===== src/rtl/raymarch_pkg.sv =====
// raymarch_pkg: shared pixel types and colour conversion for the raymarcher back end
package raymarch_pkg;
   localparam int DEFAULT_WIDTH  = 1280;
   localparam int DEFAULT_HEIGHT = 720;
   typedef logic [15:0] rgb565_t;
   typedef struct packed {
      logic [$clog2(DEFAULT_WIDTH)-1:0]  x;
      logic [$clog2(DEFAULT_HEIGHT)-1:0] y;
      rgb565_t                           rgb;
   } pix_entry_t;
   function automatic rgb565_t rgb888_to_565(input logic [7:0] r, input logic [7:0] g, input logic [7:0] b);
      return {r[7:3], g[7:2], b[7:3]};
   endfunction
endpackage


===== src/rtl/pixel_fifo.sv =====
// pixel_fifo: synchronous FIFO of pixel entries with push/pop/full/empty
// A push while full is accepted only when a pop frees the slot the same cycle.
module pixel_fifo
   import raymarch_pkg::*;
#(
   parameter int  DEPTH = 4,
   parameter type T     = pix_entry_t
) (
   input  logic clk_pixel_in,
   input  logic rst_in,
   input  logic push,
   input  logic pop,
   input  T     wr_data,
   output T     rd_data,
   output logic full,
   output logic empty
);
   localparam int AW = $clog2(DEPTH);
   T            mem [DEPTH];
   logic [AW:0] wr_ptr, rd_ptr;
   logic        do_push, do_pop;
   assign empty   = wr_ptr == rd_ptr;
   assign full    = (wr_ptr[AW] != rd_ptr[AW]) && (wr_ptr[AW-1:0] == rd_ptr[AW-1:0]);
   assign do_push = push && (!full || pop);
   assign do_pop  = pop && !empty;
   assign rd_data = mem[rd_ptr[AW-1:0]];
   always_ff @(posedge clk_pixel_in or negedge rst_in)
      if (!rst_in) begin
         wr_ptr <= '0;
         rd_ptr <= '0;
      end else begin
         if (do_push) wr_ptr <= wr_ptr + (AW+1)'(1);
         if (do_pop) rd_ptr <= rd_ptr + (AW+1)'(1);
      end
   always_ff @(posedge clk_pixel_in)
      if (do_push) mem[wr_ptr[AW-1:0]] <= wr_data;
endmodule


===== src/rtl/pixel_writeback.sv =====
// pixel_writeback: sequences raster coordinates and commits finished pixels to the frame buffer
// Finished pixels are captured on the rising edge of pixel_done, buffered, and written over valid/ready.
module pixel_writeback
   import raymarch_pkg::*;
#(
   parameter int WIDTH      = DEFAULT_WIDTH,
   parameter int HEIGHT     = DEFAULT_HEIGHT,
   parameter int FIFO_DEPTH = 4,
   parameter int ADDR_W     = $clog2(WIDTH*HEIGHT)
) (
   input  logic                      clk_pixel_in,
   input  logic                      rst_in,
   input  logic                      pixel_done,
   input  logic [$clog2(WIDTH)-1:0]  out_x,
   input  logic [$clog2(HEIGHT)-1:0] out_y,
   input  logic [7:0]                red_out,
   input  logic [7:0]                green_out,
   input  logic [7:0]                blue_out,
   output logic [$clog2(WIDTH)-1:0]  curr_x,
   output logic [$clog2(HEIGHT)-1:0] curr_y,
   output logic                      fb_valid,
   input  logic                      fb_ready,
   output logic [ADDR_W-1:0]         fb_addr,
   output logic [15:0]               fb_data,
   output logic                      frame_done,
   output logic [7:0]                frame_count,
   output logic                      overflow
);
   localparam int XW = $clog2(WIDTH);
   localparam int YW = $clog2(HEIGHT);
   typedef struct packed {
      logic [XW-1:0] x;
      logic [YW-1:0] y;
      rgb565_t       rgb;
   } entry_t;
   typedef enum logic {EMPTY, HOLD} state_t;
   state_t state;
   entry_t wr_entry, rd_entry;
   logic   done_prev, commit, pop, full, empty, out_last, x_last;
   assign commit   = pixel_done & ~done_prev;
   assign pop      = ~empty & ((state == EMPTY) | fb_ready);
   assign x_last   = curr_x == XW'(WIDTH-1);
   assign wr_entry = {out_x, out_y, rgb888_to_565(red_out, green_out, blue_out)};
   pixel_fifo #(.DEPTH(FIFO_DEPTH), .T(entry_t)) u_fifo (
      .clk_pixel_in(clk_pixel_in),
      .rst_in      (rst_in),
      .push        (commit),
      .pop         (pop),
      .wr_data     (wr_entry),
      .rd_data     (rd_entry),
      .full        (full),
      .empty       (empty)
   );
   always_ff @(posedge clk_pixel_in or negedge rst_in)
      if (!rst_in) begin
         done_prev   <= 1'b1;
         curr_x      <= '0;
         curr_y      <= '0;
         state       <= EMPTY;
         fb_valid    <= 1'b0;
         fb_addr     <= '0;
         fb_data     <= '0;
         out_last    <= 1'b0;
         frame_done  <= 1'b0;
         frame_count <= '0;
         overflow    <= 1'b0;
      end else begin
         done_prev  <= pixel_done;
         frame_done <= 1'b0;
         if (commit) begin
            curr_x <= x_last ? '0 : curr_x + XW'(1);
            if (x_last) curr_y <= (curr_y == YW'(HEIGHT-1)) ? '0 : curr_y + YW'(1);
         end
         if (commit && full && !pop) overflow <= 1'b1;
         if (fb_valid && fb_ready && out_last) begin
            frame_done  <= 1'b1;
            frame_count <= frame_count + 8'd1;
         end
         // Load on EMPTY->HOLD or back-to-back after an accept; otherwise drop to EMPTY on accept.
         if (pop) begin
            state    <= HOLD;
            fb_valid <= 1'b1;
            fb_addr  <= ADDR_W'(rd_entry.y) * ADDR_W'(WIDTH) + ADDR_W'(rd_entry.x);
            fb_data  <= rd_entry.rgb;
            out_last <= (rd_entry.x == XW'(WIDTH-1)) && (rd_entry.y == YW'(HEIGHT-1));
         end else if (fb_ready) begin
            state    <= EMPTY;
            fb_valid <= 1'b0;
         end
      end
endmodule


===== config.mk =====
export PLATFORM = sky130hd
export DESIGN_NAME = pixel_writeback
export DESIGN_NICKNAME = d
export VERILOG_FILES = /design/src/rtl/raymarch_pkg.sv /design/src/rtl/pixel_fifo.sv /design/src/rtl/pixel_writeback.sv
export SDC_FILE = /design/constraint.sdc
export NUM_CORES = 1
export LEC_CHECK = 0
export CELL_PAD_IN_SITES_DETAIL_PLACEMENT = 1
export CELL_PAD_IN_SITES_GLOBAL_PLACEMENT = 2
export CORE_MARGIN = 2
export CORE_UTILIZATION = 40
export DETAILED_ROUTE_END_ITERATION = 8
export PLACE_DENSITY_LB_ADDON = 0.1
export SLEW_MARGIN = 10
export SYNTH_ARGS = -nofsm -noshare
export SYNTH_HDL_FRONTEND = slang
export SYNTH_SLANG_ARGS = --single-unit

===== constraint.sdc =====
create_clock -name clk_pixel_in -period 4.4 [get_ports clk_pixel_in]
set_input_delay 0.66 -clock clk_pixel_in [delete_from_list [all_inputs] [get_ports clk_pixel_in]]
set_output_delay 0.66 -clock clk_pixel_in [all_outputs]
set_load 0.01 [all_outputs]

==> results of run 1 <==
==> path summary, 6_finish.rpt <==
kind	start	endpoint	slack (ps)	cells after the start
hold reg to reg	fb_addr[5]	fb_addr[5]	470	2
setup reg to reg	u_fifo.rd_ptr[0]	fb_addr[19]	550	11
setup / recovery	u_fifo.rd_ptr[0]	fb_addr[19]	550	11
max in group asynchronous	rst_in	u_fifo.rd_ptr[1]	3300	1
hold / removal	rst_in	fb_addr[18]	330	1
min in group clk_pixel_in	fb_addr[5]	fb_addr[5]	470	2
==> through the flow <==
stage	setup slack, ps	hold slack [ps]	util (%)	std cells	cell area (um^2)
after global placement	635	460	47.2	990	10700
after floorplan	728	364	-	604	9260
final	552	333	50.6	1036	11500
after detailed placement	511	462	47.2	990	10700
after CTS	494	388	50.6	1036	11500
after global routing	311	405	50.6	1036	11500
==> cells by family after synthesis <==
group,after synthesis,synth area share [%]
AND/OR/NAND/NOR,193,9.50
AO/OA/AOI/OAI,53,3.31
flip-flops,224,68.6
XOR/XNOR,40,3.78
buffers and inverters,27,1.34
multiplexers,38,9.41
adder cells (fa/ha/maj),29,4.08
==> critical path: cells and delay by family (launching register included) <==
kind            cells  cell delay [ps]
fa+ha+maj           3              850
mux                 1              620
flops               1              630
xor+xnor            1              330
simple gates        3              930
compound gates      2              350
buf+inv             1               60
==> sequential cells by signal (all words and copies together), names as in the netlist <==
| register | count |
|---|---|
| done_prev | 1 |
| overflow | 1 |
| u_fifo.wr_ptr | 3 |
| out_last | 1 |
| frame_done | 1 |
| u_fifo.rd_ptr | 3 |
| curr_x | 11 |
| state | 1 |
| frame_count | 8 |
| curr_y | 10 |
| u_fifo.mem | 148 |
| fb_data | 16 |
| fb_addr | 20 |
==> power groups by stage <==
| stage | sequential (uW) | clock [uW] | combinational, uW |
|---|---|---|---|
| final | 2900 | 1940 | 3270 |
| after global placement | 2920 | 0 | 3280 |
| after floorplan | 2940 | 0 | 2190 |
| after detailed placement | 2950 | 0 | 3350 |
| after CTS | 2910 | 2000 | 3370 |
| after global routing | 2950 | 2090 | 3690 |
==> layout make-up <==
class	instances	share of cell area [%]
multi-input cells	353	24.4
inverters	10	0.327
repair buffers	118	10.3
clock buffers	34	5.83
clock inverters	12	0.839
flip-flops and latches	224	55.3
well taps	285	3.10
==> Yosys cell counts, types with 2 or more instances <==
cell type,count,share of area (%)
edfxtp_1,148,48
nand2_1,113,4.6
dfrtp_1,75,20
mux4_2,30,7.3
o21ai_0,30,1.6
ha_1,27,3.6
xnor2_1,23,2.2
nor2_1,19,0.77
xor2_1,17,1.6
nand3_1,11,0.59
clkbuf_1,10,0.41
inv_1,10,0.41
nand4_1,8,0.54
mux4_1,7,2.0
nand2b_1,7,0.47
nor3_1,7,0.38
and2_1,6,0.41
and3_1,6,0.41
a21o_1,5,0.41
a21oi_1,5,0.27
buf_2,3,0.16
buf_4,3,0.24
nor2b_1,3,0.20
o31ai_1,3,0.24
or3_1,3,0.20
a31oi_1,2,0.14
fa_1,2,0.43
nand4b_1,2,0.19
nor4_1,2,0.14
==> layer usage <==
layer  wire length [um]  vias to the layer above
met5                  0                        -
met4                277                        0
met3                832                       26
met2               9760                      106
met1               8910                     2765
li1                   -                     2499
==> run metrics, run 1 <==
status finished, final reports clean; post-synthesis cell area 0.00926 mm^2; most common cell after layout, fill and taps aside edfxtp_1; most used cell, CP ha_1; P per Cell Area 706 mW/mm^2; Synth warnings 0; syn_nets 682; Total Routing Usage GR 16.8%; met3 Usage GRT 3.58%; clock buffer depth 3; Synth-to-Final Area Change 24.1%; number of port buffers 108; layout cells sized above 1 11.7%; most frequent cells in the layout edfxtp_1, nand2_1, clkdlybuf4s50_1, dfrtp_1, mux4_2; clock transition at the registers of the reported paths 60 ps; final setup vio count 0; Max Slew Vio Count 0; CP peak stage delay 630 ps; clock power share 23.9%; Pleak 0.00435 uW; final wirelength 19.8 mm; first-pass GRT wire length 32.1 mm; setup TNS 0 ps; initial core utilization 40.8%; Ports 117; Syn Inst Count 604; total number of vias 5,396; Post-CTS Setup Repair Bufs 0; fin crit period 3850 ps; Final ANT Viol Nets 0; htree depth 1; total grt overflow 0; Slew headroom 28.0%; Die X-Extent 156 um; post-route clock period utilization 87.4%; RePlAce Congestion 0.767; Worst Max-Slew Pin Slew 1080 ps; Post-CTS Hold Buffers 0; DIE HEIGHT 156 um; Synth Flop Type edfxtp_1; Post-synth ARST share 33.9%; slowest CP cell dfrtp_2; TritonCTS sink count 224; Cell Rows 55; initial antenna violation count 0; vias per cell 5.21; # diodes 0; fin nets 810; Die Footprint 0.0244 mm^2; Seq/Total Area, Yosys 68.6%; Switching Fraction 34.8%; Worst Hold Class input pin to asynchronous set/reset pin; Synth cell types 46; core footprint 0.0227 mm^2; total power 8110 uW; largest net degree at the start of global routing 77; post-CTS resize count 0; Final HPWL DP 12.5 mm; TritonCTS buffer count 25; max_cap viols 0; drt pass-1 iters 4; DRC Markers 0; Worst EP required 4840 ps; multi-input logic area 0.00280 mm^2; Peak VDD IR 406 uV; root buffer selected by CTS clkbuf_16; Worst setup SP type flop; fill count 2,245; Reg area 0.00635 mm^2; P_sw 2820 uW; Yosys reg bits 224; critical path class flop to flop; met1 Track Usage GR 21.7%; grt peak-use layer met2; CTS tree done; detailed router's first-iteration violation count 192; RSZ-0062 raised after global routing false; clk_skew 11.5 ps; synthesized area per cell 15.3 um^2; met2 Use GR 29.4%; Final Hold Vio Count 0; vias in the first global route 6,001; max frequency 0.260 GHz; Critical Path AT 4290 ps; Internal 5290 uW; register share of total power 35.7%; WL/cell 19.1 um; clock latency on the worst-skew pair 520 ps; critical path cell sequence mux4_2 > ha_1 > ha_1 > inv_1 > fa_1 > nand2b_1 > a21oi_1 > xor2_1 > nand4_1 > or4_1 > a31oi_1; number of flops mapped to enable cells by yosys 148; Comb power frac 40.3%; crit path max fanout 13; endpoint type of the worst setup path flop
Power figures use the tool's default switching activity.
==> run 2: changes to the inputs <==
Settings changed: ABC_AREA set to 1, CORE_UTILIZATION 40 to 37.
==> run 2 against run 1 <==
Via count increased by 22%. Count of clock-buffer cells in the layout fell by 1. Critical path depth grew 5. Total power is 11% higher. Non-clock buffer count increased by 3. Clock power is 4% higher. Area after synthesis increased by 5.1%.
==> run metrics, run 2 <==
status finished, final reports clean; max FFs per register 148; Die Footprint 0.0276 mm^2; Worst setup SP type flop; top cell family by delay on the critical path simple AND/OR/NAND/NOR gates; first-pass GRT wire length 37.3 mm; endpoint type of the worst setup path flop; total grt overflow 0; CP bufs+invs 2; Final HPWL DP 14.7 mm; vias in the first global route 6,907; most common cell after layout, fill and taps aside nand2_1; reg2reg start u_fifo.rd_ptr[1]; DIE HEIGHT 166 um; total number of vias 6,598; setup TNS 0 ps; Synth-to-Final Area Change 23.3%; clock latency on the worst-skew pair 530 ps; number of port buffers 108; reg2reg path depth 16; Final ANT Viol Nets 0; final setup vio count 0; most frequent cell after synthesis nand2_1; clock buffer depth 3; fin nets 1,091; total power 9010 uW; TritonCTS sink count 224; multi-input logic area 0.00294 mm^2; layout cells sized above 1 6.98%; critical path class flop to flop; RSZ-0062 raised after global routing false; Final Util 46.3%; Cell Rows 59; Ports 117; Synth warnings 0; most frequent cells after synthesis nand2_1, edfxtp_1, nor2_1, dfrtp_1, inv_1; Yosys reg bits 224; Synth cell types 38; most used cell, CP nand2_1; Syn Inst Count 897; Placed Area 0.0112 mm^2; initial antenna violation count 2; initial core utilization 37.5%; vias per cell 4.82; Peak VDD IR 435 uV; Post-CTS Hold Buffers 0; TritonCTS buffer count 25; max frequency 0.286 GHz; Critical Path AT 3900 ps; slowest CP cell dfrtp_1; Worst EP required 4800 ps; RePlAce Congestion 0.706; fin crit period 3490 ps; syn_nets 975; CTS tree done; Synth area leader edfxtp_1; Worst Hold Class input pin to asynchronous set/reset pin; Design Area, Final 0.0120 mm^2; setup slack, reg-to-reg 910 ps; Post-CTS Setup Repair Bufs 0; fill count 2,845; Post-synth ARST share 33.9%; synthesized area per cell 10.8 um^2; top cell type's share of synthesized area 45.7%; max_cap viols 0; post-route clock period utilization 79.4%; number of flops mapped to enable cells by yosys 148; Max Slew Vio Count 0; Seq/Total Area, Yosys 65.3%; final wirelength 22.8 mm; Total Routing Usage GR 16.8%; DRC Markers 0; Worst Max-Slew Pin Slew 821 ps; Synth Flop Type edfxtp_1; Pleak 0.00479 uW; Slew headroom 45.2%; crit path max fanout 32; WL/cell 16.6 um; drt pass-1 iters 4; synth top area cells edfxtp_1, dfrtp_1, nand2_1; post-synthesis cell area 0.00973 mm^2; core footprint 0.0259 mm^2; htree depth 1; detailed router's first-iteration violation count 347; reg-to-reg endpoint fb_addr[19]; largest net degree at the start of global routing 53; Final Hold Vio Count 0; P per Cell Area 752 mW/mm^2; root buffer selected by CTS clkbuf_16; Die X-Extent 166 um; post-CTS resize count 0; most frequent cells in the layout nand2_1, edfxtp_1, nor2_1, clkdlybuf4s50_1, dfrtp_1; clock transition at the registers of the reported paths 60 ps; clk_skew 21.2 ps; CP peak stage delay 800 ps; Reg area 0.00635 mm^2; critical path cell sequence buf_4 > nor2_1 > o21ai_1 > nand2_1 > ha_1 > ha_1 > nand2_1 > inv_1 > a21oi_1 > nand2_1 > nand2_1 > nand2_1 > nor2_1 > nand3_1 > nand3_1 > nand2_1
[run 2: cell types whose count changed after synthesis, sizes merged, moves of 6 or more]
cell | previous run | this run
a21oi | 5 | 23
a31oi | 2 | 16
and2 | 6 | 0
buf | 7 | 26
inv | 10 | 77
mux4 | 37 | 0
nand2 | 113 | 160
nand2b | 7 | 0
nand3 | 11 | 44
nor2 | 19 | 140
o21ai | 31 | 89
xnor2 | 23 | 9
[run 2: logic make-up (layout without fill, tap and decap cells)]
| logic type | after synthesis | in the layout | synth area share, % |
|---|---|---|---|
| compound gates | 142 | 142 | 7.87 |
| xor+xnor | 24 | 24 | 2.16 |
| fa+ha+maj | 29 | 29 | 3.89 |
| buf+inv | 109 | 244 | 4.85 |
| flops | 224 | 224 | 65.3 |
| other cells | 0 | 1 | 0 |
| simple gates | 369 | 369 | 16.0 |
[run 2: how the worst max path moves through the flow]
stage                startpoint                to  cells past startpoint
3_3_place_gp   u_fifo.rd_ptr[1]       fb_addr[19]                     16
4_1_cts        u_fifo.rd_ptr[1]       fb_addr[19]                     16
3_5_place_dp   u_fifo.rd_ptr[1]       fb_addr[19]                     16
2_1_floorplan        pixel_done  u_fifo.mem[3][0]                      4
6_report       u_fifo.rd_ptr[1]       fb_addr[19]                     16
5_1_grt        u_fifo.rd_ptr[1]       fb_addr[19]                     16
[run 2: through the flow]
step                setup WS, ps  hold WS (ps)  cells
floorplan                   1220           364    897
global placement             920           460   1321
detailed placement           844           469   1321
CTS                          824           229   1367
global route                 513           256   1367
finish                       906           212   1368
[run 2: area by class of cell]
type                       instances  share of cell area (%)
timing repair buffer             121                    10.0
clock inverter                    13                    1.05
clock buffer                      33                    5.55
inverter                          77                    2.41
multi-input combinational        564                    24.5
sequential                       224                    53.0
antenna                            1                  0.0209
tap                              335                    3.50
[run 2: worst reg2reg max path, stage by stage (launching register included)]
cell     delay, ps
dfrtp_1        800
buf_4          510
nor2_1         100
o21ai_1         90
nand2_1        210
ha_1           370
ha_1           370
nand2_1        110
inv_1           40
a21oi_1        180
nand2_1         80
nand2_1         60
nand2_1         90
nor2_1         140
nand3_1         80
nand3_1         80
nand2_1         60
[run 2: metal layers]
layer  track usage, %  up-vias  part of all wire (%)
met5                0        -                     0
met3             3.53       23                   4.6
met4             3.40        0                   1.7
li1                 -     3280                     -
met2             28.5      110                    46
met1             22.3     3185                    48
[run 2: power by group]
| part | total, uW | switching (uW) | internal (uW) |
|---|---|---|---|
| sequential | 2900 | 227 | 2670 |
| combinational | 4110 | 2550 | 1560 |
| clock | 2010 | 822 | 1180 |
